$ cat src/rtl/li_addi_sequencer.sv
// Multi-cycle FETCH/DECODE/EXEC/WB control sequencer for the 8-bit li/addi datapath.
// Optional feature macro: RETIRE_COUNT_EN (adds the retire_count output).
module li_addi_sequencer #(
   parameter int                  PC_WIDTH = 8,
   parameter logic [PC_WIDTH-1:0] RESET_PC = {PC_WIDTH{1'b0}}
) (
   input  logic                clk,
   input  logic                rst_n,
   input  logic                start,
   output logic                imem_req,
   output logic [PC_WIDTH-1:0] imem_addr,
   input  logic                imem_ready,
   input  logic [15:0]         imem_rdata,
   output logic                alu_src,
   output logic [1:0]          rs_addr,
   output logic [1:0]          rd_addr,
   output logic [7:0]          imm_data,
   output logic                reg_we,
   output logic                busy,
   output logic                halted
`ifdef RETIRE_COUNT_EN
   ,
   output logic [15:0]         retire_count
`endif
);

   typedef enum logic [2:0] {
      S_IDLE   = 3'd0,
      S_FETCH  = 3'd1,
      S_DECODE = 3'd2,
      S_EXEC   = 3'd3,
      S_WB     = 3'd4,
      S_HALT   = 3'd5
   } state_t;

   localparam logic [1:0]          OP_LI   = 2'b00;
   localparam logic [1:0]          OP_ADDI = 2'b01;
   localparam logic [1:0]          OP_HALT = 2'b11;
   localparam logic [PC_WIDTH-1:0] PC_ONE  = {{(PC_WIDTH-1){1'b0}}, 1'b1};

   state_t              r_state;
   logic [PC_WIDTH-1:0] r_pc;
   logic [15:0]         r_ir;
   logic                r_imem_req;
   logic                r_reg_we;
   logic                r_busy;
   logic                r_halted;
`ifdef RETIRE_COUNT_EN
   logic [15:0]         r_retire_count;
`endif

   logic [1:0] w_opcode;
   logic       w_writes;
   logic       w_unused_ir;

   assign w_opcode    = r_ir[15:14];
   assign w_writes    = (w_opcode == OP_LI) || (w_opcode == OP_ADDI);
   // ir[9:8] carries no meaning in this instruction format.
   assign w_unused_ir = &{1'b0, r_ir[9:8]};

   // Sequencer state, pc, instruction register and registered control outputs.
   always_ff @(posedge clk or negedge rst_n) begin
      if (!rst_n) begin
         r_state    <= S_IDLE;
         r_pc       <= RESET_PC;
         r_ir       <= 16'h0000;
         r_imem_req <= 1'b0;
         r_reg_we   <= 1'b0;
         r_busy     <= 1'b0;
         r_halted   <= 1'b0;
`ifdef RETIRE_COUNT_EN
         r_retire_count <= 16'h0000;
`endif
      end else begin
         case (r_state)
            S_IDLE, S_HALT: begin
               if (start) begin
                  r_state    <= S_FETCH;
                  r_pc       <= RESET_PC;
                  r_imem_req <= 1'b1;
                  r_busy     <= 1'b1;
                  r_halted   <= 1'b0;
`ifdef RETIRE_COUNT_EN
                  r_retire_count <= 16'h0000;
`endif
               end else begin
                  r_state <= r_state;
               end
            end
            S_FETCH: begin
               if (imem_ready) begin
                  r_ir       <= imem_rdata;
                  r_state    <= S_DECODE;
                  r_imem_req <= 1'b0;
               end else begin
                  r_state <= S_FETCH;
               end
            end
            S_DECODE: begin
               r_state <= S_EXEC;
            end
            S_EXEC: begin
               r_state  <= S_WB;
               r_reg_we <= w_writes;
            end
            S_WB: begin
               r_reg_we <= 1'b0;
               r_pc     <= r_pc + PC_ONE;
`ifdef RETIRE_COUNT_EN
               r_retire_count <= r_retire_count + 16'd1;
`endif
               if (w_opcode == OP_HALT) begin
                  r_state  <= S_HALT;
                  r_busy   <= 1'b0;
                  r_halted <= 1'b1;
               end else begin
                  r_state    <= S_FETCH;
                  r_imem_req <= 1'b1;
               end
            end
            default: begin
               r_state    <= S_IDLE;
               r_imem_req <= 1'b0;
               r_reg_we   <= 1'b0;
               r_busy     <= 1'b0;
               r_halted   <= 1'b0;
            end
         endcase
      end
   end

   assign imem_req  = r_imem_req;
   assign imem_addr = r_pc;
   assign reg_we    = r_reg_we;
   assign busy      = r_busy;
   assign halted    = r_halted;
   assign alu_src   = (w_opcode == OP_ADDI);
   assign rd_addr   = r_ir[13:12];
   assign rs_addr   = r_ir[11:10];
   assign imm_data  = r_ir[7:0];
`ifdef RETIRE_COUNT_EN
   assign retire_count = r_retire_count;
`endif

endmodule

$ cat config.mk
export PLATFORM = sky130hd
export DESIGN_NAME = li_addi_sequencer
export DESIGN_NICKNAME = d
export VERILOG_FILES = /design/src/rtl/li_addi_sequencer.sv
export SDC_FILE = /design/constraint.sdc
export NUM_CORES = 1
export LEC_CHECK = 0
export ABC_AREA = 1
export CAP_MARGIN = 20
export CORE_UTILIZATION = 35
export CTS_CLUSTER_DIAMETER = 60
export CTS_CLUSTER_SIZE = 28
export DETAILED_ROUTE_END_ITERATION = 10
export GPL_TIMING_DRIVEN = 0
export PLACE_DENSITY_LB_ADDON = 0.12
export SLEW_MARGIN = 0
export SYNTH_ARGS = -nofsm -noshare
export SYNTH_HDL_FRONTEND = slang
export SYNTH_SLANG_ARGS = --single-unit
$ cat constraint.sdc
create_clock -name clk -period 1.2 [get_ports clk]
set_input_delay 0.12 -clock clk [delete_from_list [all_inputs] [get_ports clk]]
set_output_delay 0.12 -clock clk [all_outputs]
set_load 0.02 [all_outputs]
==> results of run 1 <==
==> flip-flops by register name (all words and copies together), names as in the netlist <==
name,count
r_ir,14
imem_addr,8
r_state,3
busy,1
halted,1
imem_req,1
reg_we,1
==> worst reg2reg max path, delay by kind of cell (launching register included) <==
family                 cells  cell delay (ns)
and+or+nand+nor            3             0.29
buffers and inverters      2             0.28
AOI/OAI and AO/OA          1             0.05
DFF                        1             0.46
==> per-layer routing <==
layer / GRT usage, % / up-vias / share of wire [%]
met3: 6.85 / 5 / 5.6
li1: - / 677 / -
met4: 7.18 / 0 / 1.5
met2: 25.3 / 35 / 50
met1: 18.0 / 618 / 43
met5: 0 / - / 0
==> stage by stage <==
stage	std cells	total power, mW	TNS, ns	cell area, um2	utilization, %
2_1_floorplan	179	3.16	0	1480	-
3_3_place_gp	271	4.05	-16.18	1960	48.7
3_5_place_dp	272	4.06	-0.507	1980	49.0
4_1_cts	287	4.84	-0.00343	2100	52.2
5_1_grt	292	5.59	-0.671	2250	55.7
6_report	292	5.20	-0.00147	2250	55.7
==> Yosys cell counts, types with 2 or more instances <==
cell type / number / area share, %
inv_2: 2 / 0.51
dfrtp_1: 29 / 49
nand2_1: 45 / 11
nand3_1: 16 / 5.4
nor2_1: 9 / 2.3
nand4_1: 2 / 0.85
o21ai_2: 5 / 3.0
o21ai_0: 8 / 2.7
inv_1: 26 / 6.6
o21ai_1: 8 / 2.7
nand2_2: 2 / 0.85
buf_6: 3 / 2.3
a21oi_1: 4 / 1.4
buf_4: 12 / 6.1
o21bai_1: 2 / 1.0
==> area by class of cell <==
| cell class | instances | share of cell area [%] |
|---|---|---|
| Sequential cell | 29 | 32.6 |
| Timing Repair Buffer | 55 | 20.9 |
| Buffer | 16 | 6.18 |
| Multi-Input combinational cell | 106 | 28.9 |
| Inverter | 28 | 5.01 |
| Clock buffer | 8 | 3.57 |
| Tap cell | 50 | 2.79 |
==> power by group through the flow <==
stage                     clock (mW)  combinational [mW]  sequential, mW
after detailed placement           0                2.43            1.63
after global placement             0                2.42            1.63
final                          0.750                2.78            1.67
after CTS                      0.784                2.46            1.60
after global routing           0.828                3.04            1.73
after floorplan                    0                1.47            1.69
==> what timing repair did <==
action / in CTS / in global routing
endpoints found under the setup margin: 46 / 39
cloned: 1 / 1
setup buffers: 6 / 4
resized for setup: 44 / 59
pin swaps: 3 / 6
==> cell families after synthesis <==
logic type      share of synthesized area, %
compound gates                          11.2
fa+ha+maj                              0.849
buf+inv                                 15.9
flops                                   49.3
simple gates                            22.8
==> how the worst max path moves through the flow <==
stage / start / end / slack (ns) / cells after the start
floorplan: imem_addr[0]$_DFFE_PN0P_ / imem_addr[6]$_DFFE_PN0P_ / 0.007 / 6
global placement: rst_n / imem_addr[0]$_DFFE_PN0P_ / -0.63 / 1
detailed placement: imem_ready / r_ir[12]$_DFFE_PN0P_ / -0.06 / 6
CTS: r_ir[15]$_DFFE_PN0P_ / alu_src / -0.003 / 2
global route: r_state[1]$_DFFE_PN0P_ / r_ir[10]$_DFFE_PN0P_ / -0.05 / 6
finish: r_state[1]$_DFFE_PN0P_ / r_ir[12]$_DFFE_PN0P_ / -0.001 / 6
==> qor.yml, run 1 <==
worst_setup_path:
  worstSetupEndpointType: "flip-flop"
  critPathArrivalTime_ns: 1.36
  r2r_setup_slack_ns: -0.001
  cp_common_cell: "buf_8"
  critPathLaunchType: "flip-flop"
  slowest_delay_ns: 0.46
  cpLargestDelayFamily: "flip-flops"
  crit_slowest_cell: "dfrtp_2"
  critPathBufInv: 2
  crit_chain: "nor2_4 -> nand3_2 -> buf_8 -> buf_8 -> nand2_1 -> o21ai_1"
  crit_fanout: 8
  critPathKind: "flip-flop to flip-flop"
  worstReg2RegEnd: "r_ir[12]$_DFFE_PN0P_"
  r2r_cells: 6
  rr_startpoint: "r_state[1]$_DFFE_PN0P_"
  worstPathRequired_ns: 1.36
run:
  cap_violations: 0
sta:
  finalCriticalPeriod_ns: 1.20
  period_share_pct: 100
  worst_pin_slew_ns: 0.528
  slew_headroom_pct: 64.7
  setup_viol: 1
  setup_ws_ns: -0.00147
  timing.hold.ws_ns: 0.191
  skew_ns: 0.00404
  fmax_mhz: 832
  rsz0062_at_grt: "true"
  final_max_slew_viol_count: 0
  hold_violations: 0
floorplan:
  rows: 23
  io_pins: 45
  design.core.area_um2: 4030
  die_x_um: 66.9
  die_area_um2: 4470
  die_h_um: 66.9
  initial_core_util_pct: 36.6
clocking:
  hold_buffers: 0
  htreeDepth: 2
  clk_path_buf_depth: 2
  clk_latency_ns: 0.27
  cts_sinks: 29
  cts_tree: "built"
  clkTransAtPathRegs_ns: 0.06
  cts_buffers: 5
  cts_root_buf: "clkbuf_8"
synth:
  ys_seq_area_share_pct: 49.3
  async_reset_ff_share_pct: 100
  yosysWarnings: 0
  ys.flop_type: "dfrtp_1"
  synth_edf_count: 0
  synth_nets: 200
  synthCells: 179
  synth_area_um2: 1470
  ys_types: 21
  synth-seq-cells: 29
  avgSynthCellArea_um2: 8.23
final_layout:
  multi_input_area_um2: 649
  fill_cells: 390
  layout_commonest_cell: "nand2_1"
  area_growth_syn_to_layout_pct: 52.5
  drive_gt1_share_pct: 38.8
  antennaDiodeCount: 0
  final_cell_mix: "33 x nand2_1, 24 x inv_1, 24 x dfrtp_1"
  final-seq-area_um2: 732
  nets: 262
drt:
  via_per_inst: 4.57
  wire_per_inst_um: 11.2
  via_count: 1335
  drc: 0
  dr.pass1.iters: 4
  drtAntennaViolNets: 0
  drtIter0Drc: 51
  wl_um: 3280
grt:
  grt_pass1_vias: 1168
  track_usage_pct: 15.8
  grt_pass1_wl_um: 5070
  antenna_found_initial: 0
  grt_max_degree: 20
  grt_overflow: 0
power_and_ir_drop:
  worst_ir_drop_vdd_uv: 1010
  power.density_nw_per_um2: 2310
  power_switching_share_pct: 41.2
  cell_internal_pwr_mw: 3.06
  net-switching-power_mw: 2.14
  p_leak_nw: 1.18
  p_comb_share_pct: 53.4
  seq_power_share_pct: 32.2
  pwr-share-clk_pct: 14.4
place:
  preCtsSetupSlack_ns: -0.0588
  io_buffers: 42
  gp_congestion: 0.853
  place_hpwl_um: 2220
outcome:
  failed_checks: "setup timing"
  status: "finished, violations left"
hold_path:
  min_path_type: "input port to async pin"
Note: power is estimated with default switching activity, not from simulation.
==> run 2, diff against run 1 <==
--- a/config.mk
+++ b/config.mk
@@ -7,6 +7,7 @@
 export LEC_CHECK = 0
 export ABC_AREA = 1
 export CAP_MARGIN = 20
+export CORE_ASPECT_RATIO = 2
 export CORE_UTILIZATION = 35
 export CTS_CLUSTER_DIAMETER = 60
 export CTS_CLUSTER_SIZE = 28
==> run 2 against run 1 <==
Compared with the run above: worst hold slack improved by 0.20 ns; first-iteration DRC count fell by 63%; utilization fell by 1.8 points; highest routed layer unchanged; the run now ends clean; largest cell class unchanged.
==> qor.yml, run 2 (same netlist as run 1, synthesis figures left out) <==
outcome:
  status: "completed"
drt:
  drc: 0  # unchanged
  drtIter0Drc: 19  # -63%
  wire_per_inst_um: 11.5  # +2.4%
  wl_um: 3370  # +2.7%
  dr.pass1.iters: 4  # unchanged
  via_count: 1326  # -0.67%
  drtAntennaViolNets: 0  # unchanged
  via_per_inst: 4.53  # -1.0%
final_layout:
  largest_reg_flops: 14  # unchanged
  antennaDiodeCount: 0  # unchanged
  nets: 263  # +0.38%
  drive_gt1_share_pct: 34.4  # -4.4 points
  fill_cells: 436  # +12%
  layout_commonest_cell: "nand2_1"
  layout.cells.non_filler: 293  # +0.34%
  final_cell_mix: "35 x nand2_1, 25 x dfrtp_1, 24 x inv_1"
  regMostFlops: "r_ir"
  area_growth_syn_to_layout_pct: 48.1
clocking:
  cts_tree: "built"
  clk_path_buf_depth: 2  # unchanged
  cts_buffers: 5  # unchanged
  cts_root_buf: "clkbuf_8"
  clkTransAtPathRegs_ns: 0.06  # about the same
  clk_latency_ns: 0.27  # about the same
  htreeDepth: 2  # unchanged
  cts_sinks: 29  # unchanged
sta:
  skew_ns: 0.00140  # -0.00264 ns
  fmax_mhz: 843  # +1.3%
  slew_headroom_pct: 56.8  # -7.9 points
  rsz0062_at_grt: "true"
  timing.hold.ws_ns: 0.386  # +0.195 ns
  finalCriticalPeriod_ns: 1.19  # -0.0155 ns
  final_max_slew_viol_count: 0  # unchanged
  hold_violations: 0  # unchanged
  worst_pin_slew_ns: 0.648  # +0.120 ns
  setup_ws_ns: 0.0140  # +0.0155 ns
  setup_viol: 0  # -1
  period_share_pct: 98.8  # -1.3 points
  tns_ns: 0  # +0.00147 ns
place:
  place_hpwl_um: 2300  # +3.6%
  gp_congestion: 0.740  # -13%
  preCtsSetupSlack_ns: -0.0941  # -0.0353 ns
  place_inst: 273  # +0.37%
  io_buffers: 42  # unchanged
grt:
  antenna_found_initial: 0  # unchanged
  grt_overflow: 0  # unchanged
  track_usage_pct: 17.0  # +1.2 points
  grt_max_degree: 30  # +50%
  grt_pass1_vias: 1264  # +8.2%
  grt_pass1_wl_um: 5420  # +6.8%
floorplan:
  die_x_um: 47.9  # -28%
  rows: 33  # +43%
  die_area_um2: 4490  # +0.35%
  initial_core_util_pct: 36.4  # -0.16 points
  io_pins: 45  # unchanged
  design.core.area_um2: 4050  # +0.43%
  die_h_um: 93.7  # +40%
worst_setup_path:
  crit_fanout: 7  # -1
  critPathKind: "flip-flop to flip-flop"
  critPathLaunchType: "flip-flop"
  worstPathRequired_ns: 1.37  # about the same
  critPathArrivalTime_ns: 1.35  # about the same
  worstSetupEndpointType: "flip-flop"
power_and_ir_drop:
  cell_internal_pwr_mw: 2.99  # -2.1%
  p_comb_share_pct: 53.1  # -0.3 points
  finalPower_mw: 5.05  # -2.9%
  seq_power_share_pct: 32.6  # +0.4 points
  power.density_nw_per_um2: 2310  # about the same
  p_leak_nw: 1.16  # -1.6%
  worst_ir_drop_vdd_uv: 1370  # +36%
  pwr-share-clk_pct: 14.3  # about the same
  net-switching-power_mw: 2.05  # -4.0%
  power_switching_share_pct: 40.7  # -0.48 points
hold_path:
  min_path_type: "input port to flip-flop"
run:
  cap_violations: 0  # unchanged
## run 2: cell types whose count changed in the layout (fill, tap and decap cells not counted), moves of 3 or more
cell,delta
o21ai_1,+5
clkbuf_2,-4
clkbuf_1,-3
buf_6,+3
o21ai_0,-3
nand2_4,-3
## run 2: stage by stage
step	instance area, um2	util (%)
final	2180	53.9
after global routing	2180	53.9
after CTS	2130	52.5
after detailed placement	1960	48.4
after global placement	1960	48.5
after floorplan	1480	-
## run 2: metal layers
layer | part of all wire, % | global-route usage (%) | vias to the layer above
met3 | 3.7 | 4.23 | 7
li1 | - | - | 675
met1 | 35 | 16.8 | 611
met4 | 2.2 | 7.87 | 0
met5 | 0 | 0 | -
met2 | 59 | 30.4 | 33
## run 2: what timing repair did
item,CTS,global route
hold buffers,1,0
setup buffers,8,3
gates cloned,1,1
endpoints found under the hold margin,29,0
endpoints found under the setup margin,49,38
gates resized for setup,54,37
pin swaps,3,4
## run 2: layout make-up
type	count	area (um2)	share of cell area [%]
plain buffers	16	135	6.20
clock buffers	5	68.8	3.16
clock inverters	1	5.00	0.229
inverters	28	108	4.93
multi-input cells	106	583	26.7
flip-flops and latches	29	731	33.5
well taps	52	65.1	2.98
repair buffers	56	485	22.3
## run 2: final timing paths
path                                         from                        to  slack, ns  cells after the start
setup / recovery           r_state[0]$_DFFE_PN0P_       r_ir[1]$_DFFE_PN0P_       0.01                      7
hold / removal                     imem_rdata[10]      r_ir[10]$_DFFE_PN0P_       0.39                      3
setup reg to reg           r_state[0]$_DFFE_PN0P_       r_ir[1]$_DFFE_PN0P_       0.01                      7
hold reg to reg                halted$_DFFE_PN0P_        halted$_DFFE_PN0P_       0.47                      2
max in group asynchronous                   rst_n  imem_addr[0]$_DFFE_PN0P_       0.33                      2
min in group asynchronous                   rst_n       r_ir[5]$_DFFE_PN0P_       0.41                      2
## run 2: critical path, cell delays in order, from the launching register on
cell and delay (ns):
dfrtp_2 0.43, inv_4 0.06, nor2_4 0.12, nand3_2 0.08, buf_6 0.15, buf_4 0.13
nand2_2 0.05, o21ai_2 0.05
## run 2: power groups by stage
stage	registers [mW]	logic [mW]	clock network, mW
final	1.65	2.68	0.719
after global routing	1.70	2.97	0.789
after CTS	1.61	2.54	0.752
after detailed placement	1.63	2.44	0
after global placement	1.63	2.43	0
after floorplan	1.69	1.47	0
==> run 3, diff against run 2 <==
--- a/config.mk
+++ b/config.mk
@@ -7,12 +7,12 @@
 export LEC_CHECK = 0
 export ABC_AREA = 1
 export CAP_MARGIN = 20
-export CORE_ASPECT_RATIO = 2
 export CORE_UTILIZATION = 35
 export CTS_CLUSTER_DIAMETER = 60
 export CTS_CLUSTER_SIZE = 28
 export DETAILED_ROUTE_END_ITERATION = 10
 export GPL_TIMING_DRIVEN = 0
+export HOLD_SLACK_MARGIN = 0.1
 export PLACE_DENSITY_LB_ADDON = 0.12
 export SLEW_MARGIN = 0
 export SYNTH_ARGS = -nofsm -noshare
==> results of run 3 <==
Same layout as run 1: the final DEF is identical, and so are final timing and power.
